<file path="src/rtl/ack_arbiter.sv">
// Round-robin arbiter that grants one master access to a wait-state peripheral slot and returns a tagged one-cycle ack.
// Define ACK_ARB_LOCK_EN to let a granted master hold the slot across back-to-back transactions via lock_i.
module ack_arbiter #(
  parameter int unsigned NREQ         = 4,
  parameter int unsigned READ_STAGES  = 3,
  parameter int unsigned WRITE_STAGES = 1
) (
  input  logic              rst_i,
  input  logic              clk_i,
  input  logic              ce_i,
  input  logic [NREQ-1:0]   req_i,
  input  logic [NREQ-1:0]   we_i,
  input  logic [4*NREQ-1:0] id_i,
  input  logic [NREQ-1:0]   lock_i,
  output logic [NREQ-1:0]   gnt_o,
  output logic              cs_o,
  output logic              we_o,
  output logic [NREQ-1:0]   ack_o,
  output logic [3:0]        rid_o,
  output logic [3:0]        wid_o,
  output logic              busy_o
);

  localparam int unsigned IW = (NREQ > 1) ? $clog2(NREQ) : 1;

  typedef enum logic [1:0] {IDLE, WAIT, ACK, LOCKED} state_t;

  state_t        state;
  logic [IW-1:0] last;
  logic [IW-1:0] g;
  logic [3:0]    cnt;
  logic [3:0]    id_q;

  logic [IW-1:0] pick;
  logic          pick_vld;
  logic [IW-1:0] sel;
  logic          we_sel;
  logic [3:0]    id_sel;

  // First requester after the last-served master wins.
  always_comb begin
    pick     = '0;
    pick_vld = 1'b0;
    for (int unsigned i = 1; i <= NREQ; i++) begin
      if (!pick_vld && req_i[IW'((32'(last) + i) % NREQ)]) begin
        pick     = IW'((32'(last) + i) % NREQ);
        pick_vld = 1'b1;
      end
    end
  end

  // While locked, the reload comes from the owner rather than a fresh arbitration.
  always_comb begin
    sel    = (state == LOCKED) ? g : pick;
    we_sel = 1'b0;
    id_sel = '0;
    for (int unsigned k = 0; k < NREQ; k++) begin
      if (sel == IW'(k)) begin
        we_sel = we_i[k];
        id_sel = id_i[4*k +: 4];
      end
    end
  end

  assign busy_o = (state != IDLE);

`ifndef ACK_ARB_LOCK_EN
  logic unused_lock;
  assign unused_lock = ^lock_i;
`endif

  always_ff @(posedge clk_i) begin
    if (rst_i) begin
      state <= IDLE;
      gnt_o <= '0;
      cs_o  <= 1'b0;
      we_o  <= 1'b0;
      ack_o <= '0;
      rid_o <= '0;
      wid_o <= '0;
      cnt   <= '0;
      id_q  <= '0;
      g     <= '0;
      last  <= IW'(NREQ - 1);
    end else if (ce_i) begin
      case (state)
        IDLE: begin
          if (pick_vld) begin
            g     <= pick;
            gnt_o <= NREQ'(1) << pick;
            cs_o  <= 1'b1;
            we_o  <= we_sel;
            id_q  <= id_sel;
            cnt   <= we_sel ? 4'(WRITE_STAGES) : 4'(READ_STAGES);
            state <= WAIT;
          end
        end
        WAIT: begin
          if (!req_i[g]) begin
            state <= IDLE;
            gnt_o <= '0;
            cs_o  <= 1'b0;
            last  <= g;
          end else if (cnt == '0) begin
            state <= ACK;
            ack_o <= NREQ'(1) << g;
            if (we_o) wid_o <= id_q;
            else      rid_o <= id_q;
          end else begin
            cnt <= cnt - 4'd1;
          end
        end
        ACK: begin
          ack_o <= '0;
`ifdef ACK_ARB_LOCK_EN
          if (lock_i[g]) begin
            state <= LOCKED;
          end else begin
            state <= IDLE;
            gnt_o <= '0;
            cs_o  <= 1'b0;
            last  <= g;
          end
`else
          state <= IDLE;
          gnt_o <= '0;
          cs_o  <= 1'b0;
          last  <= g;
`endif
        end
        LOCKED: begin
`ifdef ACK_ARB_LOCK_EN
          if (req_i[g]) begin
            we_o  <= we_sel;
            id_q  <= id_sel;
            cnt   <= we_sel ? 4'(WRITE_STAGES) : 4'(READ_STAGES);
            state <= WAIT;
          end else if (!lock_i[g]) begin
            state <= IDLE;
            gnt_o <= '0;
            cs_o  <= 1'b0;
            last  <= g;
          end
`else
          state <= IDLE;
          gnt_o <= '0;
          cs_o  <= 1'b0;
          last  <= g;
`endif
        end
      endcase
    end
  end

endmodule

</file>
<file path="config.mk">
export PLATFORM = sky130hd
export DESIGN_NAME = ack_arbiter
export DESIGN_NICKNAME = d
export VERILOG_FILES = /design/src/rtl/ack_arbiter.sv
export SDC_FILE = /design/constraint.sdc
export NUM_CORES = 1
export LEC_CHECK = 0
export BUFFER_PORTS_ARGS = -buffer_cell sky130_fd_sc_hd__buf_4
export CORE_UTILIZATION = 51
export DETAILED_ROUTE_END_ITERATION = 8
export PLACE_DENSITY = 0.78
export SYNTH_ARGS = -nofsm -noshare
export SYNTH_HDL_FRONTEND = slang
export SYNTH_SLANG_ARGS = --single-unit
</file>
<file path="constraint.sdc">
create_clock -name clk_i -period 2.6 [get_ports clk_i]
set_input_delay 0.26 -clock clk_i [delete_from_list [all_inputs] [get_ports clk_i]]
set_output_delay 0.26 -clock clk_i [all_outputs]
set_load 0.01 [all_outputs]
</file>
==> flow_summary.toml <==
[timing]
drv_slew = 0
period_needed_ns = 2.090
holdWs_ns = 0.2472
maxSlewHeadroom_pct = 59.65
worst_slew_pin_slew_ns = 0.6016
fmax_mhz = 478.6
finalHoldViolCount = 0
rsz0062_at_grt = "no"
clock_skew_ns = 0.009982
period_share_pct = 80.37
fin_tns_setup_ns = 0
finalSetupViolCount = 0

[floorplan]
coreArea_um2 = 3153
die_area_um2 = 3694
start_util_pct = 55.87
chipWidth_um = 60.78
ios = 50
dieHeight_um = 60.78
num_rows = 20

[final_layout]
layout.nets = 269
num-fill-cells = 279
seq_area_um2 = 640.6
utilization_pct = 69.05
n_antenna_cell = 0
multiInputGateArea_um2 = 1041
stdcell_count = 281
area_growth_pct = 23.58
drive_above_1_share_pct = 29.11

[power]
powerDensity_nw_per_um2 = 565.0
total_power_mw = 1.230
leakagePower_nw = 0.9464
irDropWorstVdd_mv = 0.3869

[global_routing]
grt_pass1_wl_um = 6513
antenna_found_initial = 0
overflow = 0
grt_start_max_net_pins = 32
grt.total_usage_pct = 24.27
grt_pass1_vias = 1484

[worst_setup_path]
worst-r2r-cell-count = 6
start_kind = "flip-flop"
end_kind = "flip-flop"
rrSetupSlack_ns = 0.51
crit_end = "ack_o[1]"
crit_fanout = 9
critical_path.startpoint = "g[0]"
critPathKind = "flip-flop to flip-flop"
crit_arrival_ns = 2.31
rr_startpoint = "g[0]"
cp_data_required_time_ns = 2.82
rr_endpoint = "ack_o[1]"

[logic_synthesis]
synthArstFlopShare_pct = 0
syn_area_per_cell_um2 = 9.128
synth-compound-area-share_pct = 17.76
synth_xor_area_share_pct = 0.9943
synthSimpleGateAreaFrac_pct = 25.50
synth_top_family_by_area = "simple AND/OR/NAND/NOR gates"
synthMuxAreaShare_pct = 13.42
yosys.area_share.adder_pct = 1.420
ys_types = 54
syn_nets = 226
synth_edf_count = 0
ys_ff_latch = 32
synth-main-ff-cell = "dfxtp_1"
syn_inst = 193
synth-seq-area-share_pct = 36.36
synthesis.area_um2 = 1762
ys_warn_count = 0

[status]
status = "finished clean"

[detailed_routing]
antenna_left = 0
wire_per_inst_um = 14.19
via_count = 1599
drt_iter0_drc = 94
dr.pass1.iters = 4
drc = 0
vias_per_cell = 5.690
wl_um = 3988

[clock_tree]
cts.sinks = 32
cts-htree-levels = 2
cts-root-buf = "clkbuf_4"
postCtsSetupRepairBufs = 0
ctsResizeCount = 0
cts.reportedPaths.clkPinSlew_ns = 0.09
tritoncts = "yes"
hold_buffers = 0
cts_max_path_buffers = 2
cts_buffers = 5
clkLatencyLatePin_ns = 0.33

[job]
maxCapViolations = 0

[place]
portBuffers = 45
gp_congestion = 0.7826
dp_hpwl_um = 3016
dp.cells = 273

[worst_hold_path]
worstHoldPathType = "primary input to flip-flop"
Yosys cell counts, types with 2 or more instances:
library cell	n	share of area (%)
nand2b_1	5	1.8
a31oi_1	2	0.71
nor3_1	3	0.85
mux2_2	2	1.3
nand3b_1	5	2.1
clkbuf_2	2	0.57
a211oi_1	3	1.3
buf_2	2	0.57
buf_6	2	1.3
a21oi_1	7	2.0
xor2_1	2	0.99
o21ai_0	3	0.85
nor2b_1	4	1.4
inv_1	5	1.1
nand2_1	17	3.6
nor3b_1	3	1.3
or2_4	2	0.99
a211o_1	4	2.0
nor2_1	20	4.3
nand3_1	6	1.7
clkbuf_1	3	0.64
dfxtp_1	32	36
mux2i_1	18	10
ha_1	2	1.4
a32o_1	4	2.3
o221ai_1	4	2.0
and3_1	4	1.4
cells in the final DEF, fill, tap and decap left out, types with 3 or more instances in the layout:
cell	count
buf_4	46
o221ai_1	4
inv_1	5
and3_1	4
mux2i_1	18
nor3b_1	3
nor2b_1	4
nor3_1	3
dfxtp_1	32
a211oi_1	3
nand2b_1	5
a211o_1	4
nor2_1	20
a32o_1	4
o21ai_0	3
a21oi_1	7
nand3_1	6
nand3b_1	5
nand2_1	17
clkbuf_4	5
layout make-up:
class / instances / share of cell area, %
tap: 44 / 2.529
multi-input combinational: 146 / 47.82
timing repair buffer: 46 / 15.86
sequential: 32 / 29.43
inverter: 5 / 0.8621
clock inverter: 2 / 1.609
clock buffer: 6 / 1.897
state kept, by name (all words and copies together), names as in the netlist:
signal / count
wid_o: 4
rid_o: 4
last: 2
cs_o: 1
we_o: 1
id_q: 4
gnt_o: 4
g: 2
state: 2
ack_o: 4
cnt: 4
stage by stage:
stage / cell area (µm²) / setup WS (ns)
6_report: 2177 / 0.5104
5_1_grt: 2177 / 0.2766
4_1_cts: 2177 / 0.4886
3_5_place_dp: 2101 / 0.5017
3_3_place_gp: 2101 / 0.5633
2_1_floorplan: 1762 / 0.7488
power breakdown:
part | internal, mW | switching [mW] | leakage [nW]
Clock | 0.202 | 0.171 | 0.0422
Sequential | 0.523 | 0.0392 | 0.261
Combinational | 0.143 | 0.152 | 0.643
critical path, stage by stage (launching register included):
cell	delay [ns]
dfxtp_1	0.53
mux4_2	0.58
nand2_2	0.12
nor2_1	0.07
and2_4	0.16
o21ai_4	0.18
mux2_1	0.33
worst min path at each step:
stage                from  endpoint  slack [ns]  cells after the start
finish               ce_i  state[1]        0.25                      2
global route         ce_i  state[1]        0.24                      2
CTS                  ce_i  state[1]        0.24                      2
detailed placement   cs_o      cs_o        0.44                      2
global placement     cs_o      cs_o        0.45                      2
floorplan           rst_i   id_q[3]        0.44                      3
per-layer routing:
metal | vias to the layer above | routed length [µm] | track usage (%)
met2 | 55 | 1979 | 41.44
met3 | 2 | 214 | 8.529
met4 | 0 | 25 | 9.091
li1 | 785 | - | -
met5 | - | 0 | 0
met1 | 757 | 1768 | 27.95
logic make-up after synthesis:
group	count (synthesis)
AND/OR/NAND/NOR	81
AO/OA/AOI/OAI	39
flip-flops	32
multiplexers	22
buffers and inverters	15
XOR/XNOR	2
adder cells (fa/ha/maj)	2
Note: power is estimated with default switching activity, not from simulation.
